`src/rtl/pooling_max_window_pkg.sv`:
```
// Shared pooling parameters: word width, feature count and index widths
// used by the max-pooling window, its interface and its comparator.
package pooling_max_window_pkg;

  localparam int POOL_DATA_WIDTH    = 32;
  localparam int POOL_TOTAL_FEATURE = 4;
  localparam int POOL_FEATURE_WIDTH = 2;
  localparam int POOL_ROW_WIDTH     = 3;
  localparam int POOL_ROW_LEN       = 6;

endpackage

```
`src/rtl/pooling_max_window_if.sv`:
```
// Pixel stream into the 2x2 max-pooling window and pooled result out of it.
// The slave side is the pooling block; the master side is whoever feeds it.
interface pooling_max_window_if
  import pooling_max_window_pkg::*;
#(
  parameter int DATA_WIDTH    = POOL_DATA_WIDTH,
  parameter int FEATURE_WIDTH = POOL_FEATURE_WIDTH,
  parameter int ROW_WIDTH     = POOL_ROW_WIDTH
) ();

  logic [DATA_WIDTH-1:0]    data_in;
  logic                     input_valid;
  logic [FEATURE_WIDTH-1:0] in_feature_idx;
  logic [ROW_WIDTH-1:0]     in_row;
  logic [ROW_WIDTH-1:0]     in_col;

  logic [DATA_WIDTH-1:0]    data_out;
  logic                     output_valid;
  logic [FEATURE_WIDTH-1:0] feature_idx;
  logic [ROW_WIDTH-1:0]     feature_row;
  logic                     seq_error;

  modport slave (
    input  data_in, input_valid, in_feature_idx, in_row, in_col,
    output data_out, output_valid, feature_idx, feature_row, seq_error
  );

  modport master (
    output data_in, input_valid, in_feature_idx, in_row, in_col,
    input  data_out, output_valid, feature_idx, feature_row, seq_error
  );

endinterface

```
`src/rtl/pooling_max_window_fp_max.sv`:
```
// Combinational maximum of two IEEE-754 single-precision words without
// unpacking them: sign decides first, then raw magnitude bits. Two zeros
// of either sign return the first operand. NaN is not handled.
module pooling_max_window_fp_max #(
  parameter int DATA_WIDTH = 32
) (
  input  logic [DATA_WIDTH-1:0] a,
  input  logic [DATA_WIDTH-1:0] b,
  output logic [DATA_WIDTH-1:0] y
);

  logic                  a_neg;
  logic                  b_neg;
  logic [DATA_WIDTH-2:0] a_mag;
  logic [DATA_WIDTH-2:0] b_mag;

  assign a_neg = a[DATA_WIDTH-1];
  assign b_neg = b[DATA_WIDTH-1];
  assign a_mag = a[DATA_WIDTH-2:0];
  assign b_mag = b[DATA_WIDTH-2:0];

  // Pick the larger operand; among negatives the smaller magnitude wins
  always_comb begin
    y = a;
    if (a_mag == '0 && b_mag == '0) begin
      y = a;
    end else if (a_neg != b_neg) begin
      y = a_neg ? b : a;
    end else if (!a_neg) begin
      y = (b_mag > a_mag) ? b : a;
    end else begin
      y = (b_mag < a_mag) ? b : a;
    end
  end

endmodule

```
`src/rtl/pooling_max_window.sv`:
```
// Streaming 2x2 max-pooling for interleaved feature maps. Even columns park
// in a per-feature horizontal register, odd columns fold it into a
// horizontal max; even rows park that in a per-feature line buffer and odd
// rows fold the line buffer in and emit the pooled pixel one cycle later.
module pooling_max_window
  import pooling_max_window_pkg::*;
#(
  parameter int DATA_WIDTH    = POOL_DATA_WIDTH,
  parameter int TOTAL_FEATURE = POOL_TOTAL_FEATURE,
  parameter int FEATURE_WIDTH = POOL_FEATURE_WIDTH,
  parameter int ROW_WIDTH     = POOL_ROW_WIDTH,
  parameter int ROW_LEN       = POOL_ROW_LEN
) (
  input logic                  clk,
  input logic                  rst_n,
  pooling_max_window_if.slave  bus
);

  localparam int HALF_LEN = ROW_LEN / 2;

  logic [DATA_WIDTH-1:0]    h      [TOTAL_FEATURE];
  logic [TOTAL_FEATURE-1:0] h_vld;
  logic [DATA_WIDTH-1:0]    lb     [TOTAL_FEATURE][HALF_LEN];
  logic                     lb_vld [TOTAL_FEATURE][HALF_LEN];

  logic [FEATURE_WIDTH-1:0] f;
  logic [ROW_WIDTH-2:0]     k;
  logic                     in_range;
  logic                     accept;
  logic [DATA_WIDTH-1:0]    hmax;
  logic [DATA_WIDTH-1:0]    vmax;

  assign f        = bus.in_feature_idx;
  assign k        = bus.in_col[ROW_WIDTH-1:1];
  assign in_range = (int'(bus.in_col) < ROW_LEN) &&
                    (int'(bus.in_feature_idx) < TOTAL_FEATURE);
  assign accept   = bus.input_valid && in_range;

  pooling_max_window_fp_max #(.DATA_WIDTH(DATA_WIDTH)) u_fp_max_h (
    .a (h[f]),
    .b (bus.data_in),
    .y (hmax)
  );

  pooling_max_window_fp_max #(.DATA_WIDTH(DATA_WIDTH)) u_fp_max_v (
    .a (lb[f][k]),
    .b (hmax),
    .y (vmax)
  );

  // Window state update and registered pooled output with sticky error
  always_ff @(posedge clk) begin
    if (rst_n) begin
      bus.data_out     <= '0;
      bus.output_valid <= 1'b0;
      bus.feature_idx  <= '0;
      bus.feature_row  <= '0;
      bus.seq_error    <= 1'b0;
      h_vld            <= '0;
      for (int i = 0; i < TOTAL_FEATURE; i++) begin
        h[i] <= '0;
        for (int j = 0; j < HALF_LEN; j++) begin
          lb[i][j]     <= '0;
          lb_vld[i][j] <= 1'b0;
        end
      end
    end else begin
      bus.output_valid <= 1'b0;
      if (bus.input_valid && !in_range) begin
        bus.seq_error <= 1'b1;
      end
      if (accept) begin
        if (!bus.in_col[0]) begin
          h[f]     <= bus.data_in;
          h_vld[f] <= 1'b1;
        end else begin
          h_vld[f] <= 1'b0;
          if (!h_vld[f]) begin
            bus.seq_error <= 1'b1;
          end
          if (!bus.in_row[0]) begin
            lb[f][k]     <= hmax;
            lb_vld[f][k] <= 1'b1;
          end else begin
            if (!lb_vld[f][k]) begin
              bus.seq_error <= 1'b1;
            end
            lb_vld[f][k]     <= 1'b0;
            bus.data_out     <= vmax;
            bus.feature_idx  <= f;
            bus.feature_row  <= bus.in_row;
            bus.output_valid <= 1'b1;
          end
        end
      end
    end
  end

endmodule

```
`src/flat_wrapper.sv`:
```
// flat-port wrapper written by rule: the top's interface ports become plain ports
module pooling_max_window_flat import pooling_max_window_pkg::*;
#(
  parameter int DATA_WIDTH    = POOL_DATA_WIDTH,
  parameter int TOTAL_FEATURE = POOL_TOTAL_FEATURE,
  parameter int FEATURE_WIDTH = POOL_FEATURE_WIDTH,
  parameter int ROW_WIDTH     = POOL_ROW_WIDTH,
  parameter int ROW_LEN       = POOL_ROW_LEN
)
  (clk, rst_n, bus_data_in, bus_input_valid, bus_in_feature_idx, bus_in_row, bus_in_col, bus_data_out, bus_output_valid, bus_feature_idx, bus_feature_row, bus_seq_error);
  pooling_max_window_if #(.DATA_WIDTH(DATA_WIDTH), .FEATURE_WIDTH(FEATURE_WIDTH), .ROW_WIDTH(ROW_WIDTH)) bus_i ();
  input logic clk;
  input logic rst_n;
  input wire logic [$bits(bus_i.data_in)-1:0] bus_data_in;
  input wire logic [$bits(bus_i.input_valid)-1:0] bus_input_valid;
  input wire logic [$bits(bus_i.in_feature_idx)-1:0] bus_in_feature_idx;
  input wire logic [$bits(bus_i.in_row)-1:0] bus_in_row;
  input wire logic [$bits(bus_i.in_col)-1:0] bus_in_col;
  output wire logic [$bits(bus_i.data_out)-1:0] bus_data_out;
  output wire logic [$bits(bus_i.output_valid)-1:0] bus_output_valid;
  output wire logic [$bits(bus_i.feature_idx)-1:0] bus_feature_idx;
  output wire logic [$bits(bus_i.feature_row)-1:0] bus_feature_row;
  output wire logic [$bits(bus_i.seq_error)-1:0] bus_seq_error;
  assign bus_i.data_in = bus_data_in;
  assign bus_i.input_valid = bus_input_valid;
  assign bus_i.in_feature_idx = bus_in_feature_idx;
  assign bus_i.in_row = bus_in_row;
  assign bus_i.in_col = bus_in_col;
  assign bus_data_out = bus_i.data_out;
  assign bus_output_valid = bus_i.output_valid;
  assign bus_feature_idx = bus_i.feature_idx;
  assign bus_feature_row = bus_i.feature_row;
  assign bus_seq_error = bus_i.seq_error;
  pooling_max_window #(.DATA_WIDTH(DATA_WIDTH), .TOTAL_FEATURE(TOTAL_FEATURE), .FEATURE_WIDTH(FEATURE_WIDTH), .ROW_WIDTH(ROW_WIDTH), .ROW_LEN(ROW_LEN)) u_core (.clk(clk), .rst_n(rst_n), .bus(bus_i));
endmodule
```
`config.mk`:
```
export PLATFORM = sky130hd
export DESIGN_NAME = pooling_max_window_flat
export DESIGN_NICKNAME = d
export VERILOG_FILES = /design/src/rtl/pooling_max_window_pkg.sv /design/src/rtl/pooling_max_window_if.sv /design/src/rtl/pooling_max_window_fp_max.sv /design/src/rtl/pooling_max_window.sv /design/src/flat_wrapper.sv
export SDC_FILE = /design/constraint.sdc
export NUM_CORES = 1
export LEC_CHECK = 0
export CAP_MARGIN = 25
export CORE_ASPECT_RATIO = 1.25
export CORE_MARGIN = 1.5
export CORE_UTILIZATION = 55
export CTS_CLUSTER_DIAMETER = 40
export DETAILED_ROUTE_END_ITERATION = 8
export MAX_ROUTING_LAYER = met4
export PLACE_DENSITY = 0.79
export SLEW_MARGIN = 20
export SYNTH_ARGS = -nofsm -noshare
export SYNTH_HDL_FRONTEND = slang
export SYNTH_SLANG_ARGS = --single-unit
```
`constraint.sdc`:
```
create_clock -name clk -period 11.05 [get_ports clk]
set_clock_uncertainty 0.15 [all_clocks]
set_input_delay 2.21 -clock clk [delete_from_list [all_inputs] [get_ports clk]]
set_output_delay 2.21 -clock clk [all_outputs]
set_load 0.005 [all_outputs]
```
==> impl_metrics.env, run 1 <==
export IMPL_hp_class="reg2reg"
export IMPL_antenna_found_initial=0
export IMPL_clk_latency_ps=590
export IMPL_whs_path_depth=2
export IMPL_crit_fanout=77
export IMPL_maxSlewViolCount=0
export IMPL_grtUsageTotal_pct=30.5
export IMPL_cts_num_sinks=567
export IMPL_grt_pass1_vias=18400
export IMPL_portBuffers=81
export IMPL_cts_setup_buffers=0
export IMPL_htreeDepth=2
export IMPL_cap_violations=0
export IMPL_numCtsBuffers=54
export IMPL_tightest_slew_ps=927
export IMPL_drtIter0Drc=2309
export IMPL_area_growth_pct=13.1
export IMPL_antennaDiodeCount=0
export IMPL_path_buf_inv=7
export IMPL_fin_crit_ps=9280
export IMPL_grt_pass1_wl_mm=111
export IMPL_route_detailed_drc=0
export IMPL_finalNetCount=2218
export IMPL_finalPower_w=0.00506
export IMPL_grt_max_degree=122
export IMPL_drive_gt1_share_pct=15.2
export IMPL_syn_area_sq_um=26700
export IMPL_min_period_over_period_pct=83.9
export IMPL_p_leak_nw=11.9
export IMPL_irDropWorstVdd_v=0.000141
export IMPL_crit_path_end_kind="flop"
export IMPL_cts_tree="built"
export IMPL_rr_worst_depth=24
export IMPL_clockBufferDepth=3
export IMPL_setup_violations=0
export IMPL_yosys_warnings=0
export IMPL_die_w_microns=200
export IMPL_synth_nets=2166
export IMPL_yosysSeqAreaShare_pct=62.1
export IMPL_dr_pass1_iters=6
export IMPL_synth_edf_count=524
export IMPL_synth_cell_type_count=54
export IMPL_hold_viol=0
export IMPL_ys_ff_latch=567
export IMPL_fin_setup_tns_ps=0
export IMPL_synthFlopType="edfxtp_1"
export IMPL_synthArstFlopShare_pct=0
export IMPL_viasPerCell=6.48
export IMPL_cp_top_family="compound AO/OA/AOI/OAI gates"
export IMPL_die_y_microns=249
export IMPL_cp_arrival_ps=9570
export IMPL_startpoint_type="input pin"
export IMPL_worstSetupPathDepth=25
export IMPL_syn_inst=2059
export IMPL_cts_resized=0
export IMPL_core_area_sq_um=48100
export IMPL_wl_per_cell_microns=26.3
export IMPL_rsz0062_at_grt="no"
export IMPL_rows=90
export IMPL_clk_pin_slew_ps=60
export IMPL_initial_core_util_pct=55.6
export IMPL_status="complete, no violations"
export IMPL_boundaryPins=82
export IMPL_fmax_ghz=0.108
export IMPL_avgSynthCellArea_sq_um=13.0
export IMPL_place_hpwl_mm=45.2
export IMPL_cts_root_buf="clkbuf_16"
export IMPL_wirelength_mm=73.7
export IMPL_place_gp_congestion=0.918
export IMPL_drt_antenna_violating_nets=0
export IMPL_cp_data_required_time_ps=11340
export IMPL_grt_overflow=0
export IMPL_critical_path_max_stage_delay_ps=770
export IMPL_path_class="in2reg"
export IMPL_via_count=18100
export IMPL_power_density_nw_per_um2=167
export IMPL_crit_slowest_cell="nor4_1"
export IMPL_slew_headroom_pct=38.2
export IMPL_postCtsHoldBufs=0
export IMPL_die_area_sq_um=49900
==> where the power goes <==
| part | switching (W) | internal (W) | total (W) |
|---|---|---|---|
| registers | 0.0000279 | 0.00242 | 0.00245 |
| clock network | 0.000797 | 0.00107 | 0.00187 |
| logic | 0.000480 | 0.000264 | 0.000744 |
==> worst register-to-register path, delay by kind of cell (launching register included) <==
kind / cells / cell delay (ps)
AO/OA/AOI/OAI: 9 / 1820
AND/OR/NAND/NOR: 4 / 1570
multiplexers: 3 / 1500
buffers and inverters: 6 / 1170
adder cells (fa/ha/maj): 2 / 460
flip-flops: 1 / 400
==> path summary, 6_finish.rpt <==
check / from / to / slack, ps
setup / recovery: bus_in_feature_idx[0] / u_core.bus.data_out[28]$_SDFFE_PP0P_ / 1770
hold / removal: u_core.bus.data_out[5]$_SDFFE_PP0P_ / u_core.bus.data_out[5]$_SDFFE_PP0P_ / 310
setup reg to reg: u_core.h[3][26]$_DFFE_PP_ / u_core.bus.data_out[28]$_SDFFE_PP0P_ / 3830
hold reg to reg: u_core.bus.data_out[5]$_SDFFE_PP0P_ / u_core.bus.data_out[5]$_SDFFE_PP0P_ / 310
==> cells in the mapped netlist, drive strengths merged (2+ instances only) <==
cell / number / area [sq um]
edfxtp: 524 / 15700
o21ai: 62 / 310
nand2b: 5 / 31.3
dfxtp: 43 / 861
a2bb2oi: 4 / 35.0
nor3: 14 / 75.1
and4: 2 / 17.5
ha: 64 / 801
and2: 32 / 200
a21boi: 2 / 15.0
and3: 94 / 588
mux4: 131 / 2950
o21a: 5 / 37.5
a211oi: 7 / 57.6
mux2: 4 / 45.0
nand3b: 3 / 22.5
nor2b: 5 / 31.3
a32o: 3 / 30.0
a21o: 15 / 113
nor2: 442 / 1660
nand3: 14 / 70.1
a21oi: 113 / 566
a311oi: 2 / 17.5
inv: 82 / 308
o31ai: 3 / 22.5
clkbuf: 122 / 458
nand4: 22 / 138
nor3b: 3 / 22.5
buf: 42 / 254
nand2: 97 / 364
mux2i: 64 / 641
o211ai: 4 / 30.0
nor4: 16 / 100
==> placed cells by master (no fill, tap or decap), types with 6 or more instances in the layout <==
master / count
a21o_1: 15
nand4_1: 22
nor3_1: 12
nand2_2: 8
clkinv_2: 6
mux4_2: 131
clkdlybuf4s50_1: 76
nand3_1: 12
a211oi_1: 6
clkbuf_16: 58
mux2i_1: 63
and3_1: 94
nor4_1: 16
inv_1: 82
dfxtp_1: 43
and2_1: 32
nor2_1: 441
ha_1: 64
a21oi_1: 113
nand2_1: 89
edfxtp_1: 524
o21ai_0: 54
clkbuf_1: 13
clkbuf_8: 6
buf_4: 73
==> layout make-up <==
type / instances / area (sq um)
clock buffer: 77 / 1580
clock inverter: 21 / 206
fill: 3493 / 17900
inverter: 83 / 312
multi-input combinational: 1245 / 9240
sequential: 567 / 16600
tap: 644 / 806
timing repair buffer: 160 / 1490
==> per-stage QoR <==
stage	instances	area [sq um]	utilization, %	setup WS [ps]	hold slack [ps]
global route	2797	30200	62.9	1430	329
finish	2797	30200	62.9	1770	307
global placement	2692	28300	58.8	1260	294
floorplan	2059	26700	-	2790	303
CTS	2795	30200	62.8	1630	309
detailed placement	2697	28400	59.0	1150	299
==> kinds of logic after synthesis <==
group,share of synthesized area [%]
AND/OR/NAND/NOR,12.5
flip-flops,62.1
multiplexers,13.6
buffers and inverters,3.83
AO/OA/AOI/OAI,4.90
adder cells (fa/ha/maj),3.00
==> metal layers <==
layer / routed length (microns) / global-route usage [%]
met1: 26100 / 37.4
met5: 0 / -
met4: 3830 / 14.4
met3: 6910 / 4.77
met2: 36800 / 49.9
==> state kept, by name, summed over array words and instances, names as in the netlist, named ones only <==
register / cells
u_core.bus.data_out: 32
u_core.bus.feature_idx: 2
u_core.bus.feature_row: 3
u_core.bus.output_valid: 1
u_core.bus.seq_error: 1
u_core.h: 128
u_core.lb: 384
u_core.lb_vld: 12
Power figures use the tool's default switching activity.
==> inputs of run 2 (changes only) <==
==> constraint.sdc (replaced) <==
create_clock -name clk -period 8.9 [get_ports clk]
set_clock_uncertainty 0.15 [all_clocks]
set_input_delay 1.78 -clock clk [delete_from_list [all_inputs] [get_ports clk]]
set_output_delay 1.78 -clock clk [all_outputs]
set_load 0.005 [all_outputs]
==> impl_metrics.env, run 2 (same netlist as run 1, synthesis figures left out) <==
export IMPL_status="complete, no violations"
export IMPL_fin_crit_ps=8290
export IMPL_crit_slowest_cell="or4_1"
export IMPL_power_density_nw_per_um2=213
export IMPL_cp_data_required_time_ps=9220
export IMPL_place_gp_congestion=0.931
export IMPL_swShare_pct=26.3
export IMPL_cts_root_buf="clkbuf_16"
export IMPL_p_int_w=0.00477
export IMPL_final_cell_mix="524 x edfxtp_1, 441 x nor2_1, 131 x mux4_2"
export IMPL_dp_slack_ps=108
export IMPL_cts_tree="built"
export IMPL_cp_arrival_ps=8610
export IMPL_clk_pin_slew_ps=60
export IMPL_largest_reg_flops=384
export IMPL_path_class="in2reg"
export IMPL_switchingPower_w=0.00170
export IMPL_final_common_cell="edfxtp_1"
export IMPL_postCtsHoldBufs=0
export IMPL_core_area_sq_um=48100
export IMPL_clk_latency_ps=620
export IMPL_reg_top3="u_core.lb x384, u_core.h x128, u_core.bus.data_out x32"
export IMPL_cp_top_family="compound AO/OA/AOI/OAI gates"
export IMPL_maxSlewViolCount=0
export IMPL_crit_fanout=44
export IMPL_hp_class="reg2reg"
export IMPL_area_growth_pct=13.8
export IMPL_drive_gt1_share_pct=15.9
export IMPL_critical_path_max_stage_delay_ps=600
export IMPL_cts_resized=0
export IMPL_die_w_microns=200
export IMPL_rsz0062_at_grt="no"
export IMPL_rows=90
export IMPL_fill_cells=3411
export IMPL_tightest_slew_ps=1010
export IMPL_finalPower_w=0.00647
export IMPL_slew_headroom_pct=32.1
export IMPL_antenna_found_initial=1
export IMPL_route_detailed_drc=0
export IMPL_fin_setup_tns_ps=0
export IMPL_drt_antenna_violating_nets=0
export IMPL_drtIter0Drc=2343
export IMPL_via_count=18300
export IMPL_setup_violations=0
export IMPL_path_buf_inv=5
export IMPL_grt_pass1_wl_mm=112
export IMPL_numCtsBuffers=57
export IMPL_die_area_sq_um=49900
export IMPL_clockBufferDepth=3
export IMPL_place_inst=2709
export IMPL_die_y_microns=249
export IMPL_place_hpwl_mm=45.1
export IMPL_fmax_ghz=0.121
export IMPL_crit_path_end_kind="flop"
export IMPL_layoutNonFillerInstCount=2818
export IMPL_pwr_share_seq_pct=47.0
export IMPL_hold_viol=0
export IMPL_grt_pass1_vias=18700
export IMPL_p_leak_nw=12.0
export IMPL_htreeDepth=2
export IMPL_grt_overflow=0
export IMPL_wirelength_mm=74.4
export IMPL_power_frac_comb_pct=14.4
export IMPL_min_period_over_period_pct=93.1
export IMPL_irDropWorstVdd_v=0.000216
export IMPL_dr_pass1_iters=6
export IMPL_initial_core_util_pct=55.6
export IMPL_finalNetCount=2231
export IMPL_setup_ws_ps=614
export IMPL_grt_max_degree=114
export IMPL_cts_setup_buffers=0
export IMPL_boundaryPins=82
export IMPL_portBuffers=81
export IMPL_post_route_util_pct=63.3
export IMPL_grtUsageTotal_pct=30.9
export IMPL_cp_common_cell="a21oi_1"
export IMPL_viasPerCell=6.50
export IMPL_wl_per_cell_microns=26.4
export IMPL_clkPwrFrac_pct=38.6
export IMPL_cap_violations=0
export IMPL_startpoint_type="input pin"
export IMPL_cts_num_sinks=567
export IMPL_regMostFlops="u_core.lb"
[run 2: metrics by stage]
stage                     area [sq um]  hold WS, ps
after floorplan                  26700          303
after global placement           28400          296
after detailed placement         28500          300
after CTS                        30400          313
after global routing             30400          323
final                            30400          311
[run 2: per-layer routing]
metal  part of all wire [%]  global-route usage (%)  vias to the layer above  wire length (microns)
met1                     35                    38.1                     9103                  26200
met2                     49                    49.9                     1252                  36600
li1                       -                       -                     7695                      -
met5                      0                       -                        -                      0
met4                    5.4                    15.5                        0                   4010
met3                     10                    5.08                      269                   7540
[run 2: worst register-to-register path: stages (launching register included)]
cell      delay, ps
edfxtp_1        380
mux4_2          520
inv_1            80
ha_1            160
nand4_1         200
or4_1           570
a211oi_2        460
nor3_1          160
o21ai_4         370
buf_4           330
mux2i_1         460
inv_1           130
ha_1            330
a21o_1          180
a21o_1          170
a21o_1          170
a21oi_1         150
nor2_1           70
a211oi_1        410
a21oi_1         200
mux2i_4         450
buf_4           380
a21oi_1         120
o21ai_0         130
a21oi_1         100
[run 2: final timing paths]
path / start / cells past startpoint / slack, ps / end
worst max-delay path: bus_in_feature_idx[0] / 25 / 610 / u_core.bus.data_out[12]$_SDFFE_PP0P_
worst min-delay path: u_core.bus.feature_row[2]$_SDFFE_PP0P_ / 2 / 310 / u_core.bus.feature_row[2]$_SDFFE_PP0P_
worst max register to register: u_core.h[3][26]$_DFFE_PP_ / 24 / 1920 / u_core.bus.data_out[12]$_SDFFE_PP0P_
worst min register to register: u_core.bus.feature_row[2]$_SDFFE_PP0P_ / 2 / 310 / u_core.bus.feature_row[2]$_SDFFE_PP0P_
[run 2: power by group through the flow]
| stage | Combinational [W] | Sequential, W | Clock (W) |
|---|---|---|---|
| floorplan | 0.000560 | 0.00308 | 0 |
| global placement | 0.000878 | 0.00309 | 0 |
| detailed placement | 0.000903 | 0.00310 | 0 |
| CTS | 0.000913 | 0.00304 | 0.00250 |
| global route | 0.000989 | 0.00305 | 0.00261 |
| finish | 0.000929 | 0.00304 | 0.00250 |
[run 2: area by class of cell]
class                      instances  area (sq um)  area share (%)
antenna                            1          2.50         0.00823
clock buffer                      74          1570            5.17
clock inverter                    34           379            1.25
inverter                          83           312            1.02
multi-input combinational       1245          9230            30.3
sequential                       567         16600            54.6
tap                              644           806            2.65
timing repair buffer             170          1520            5.00
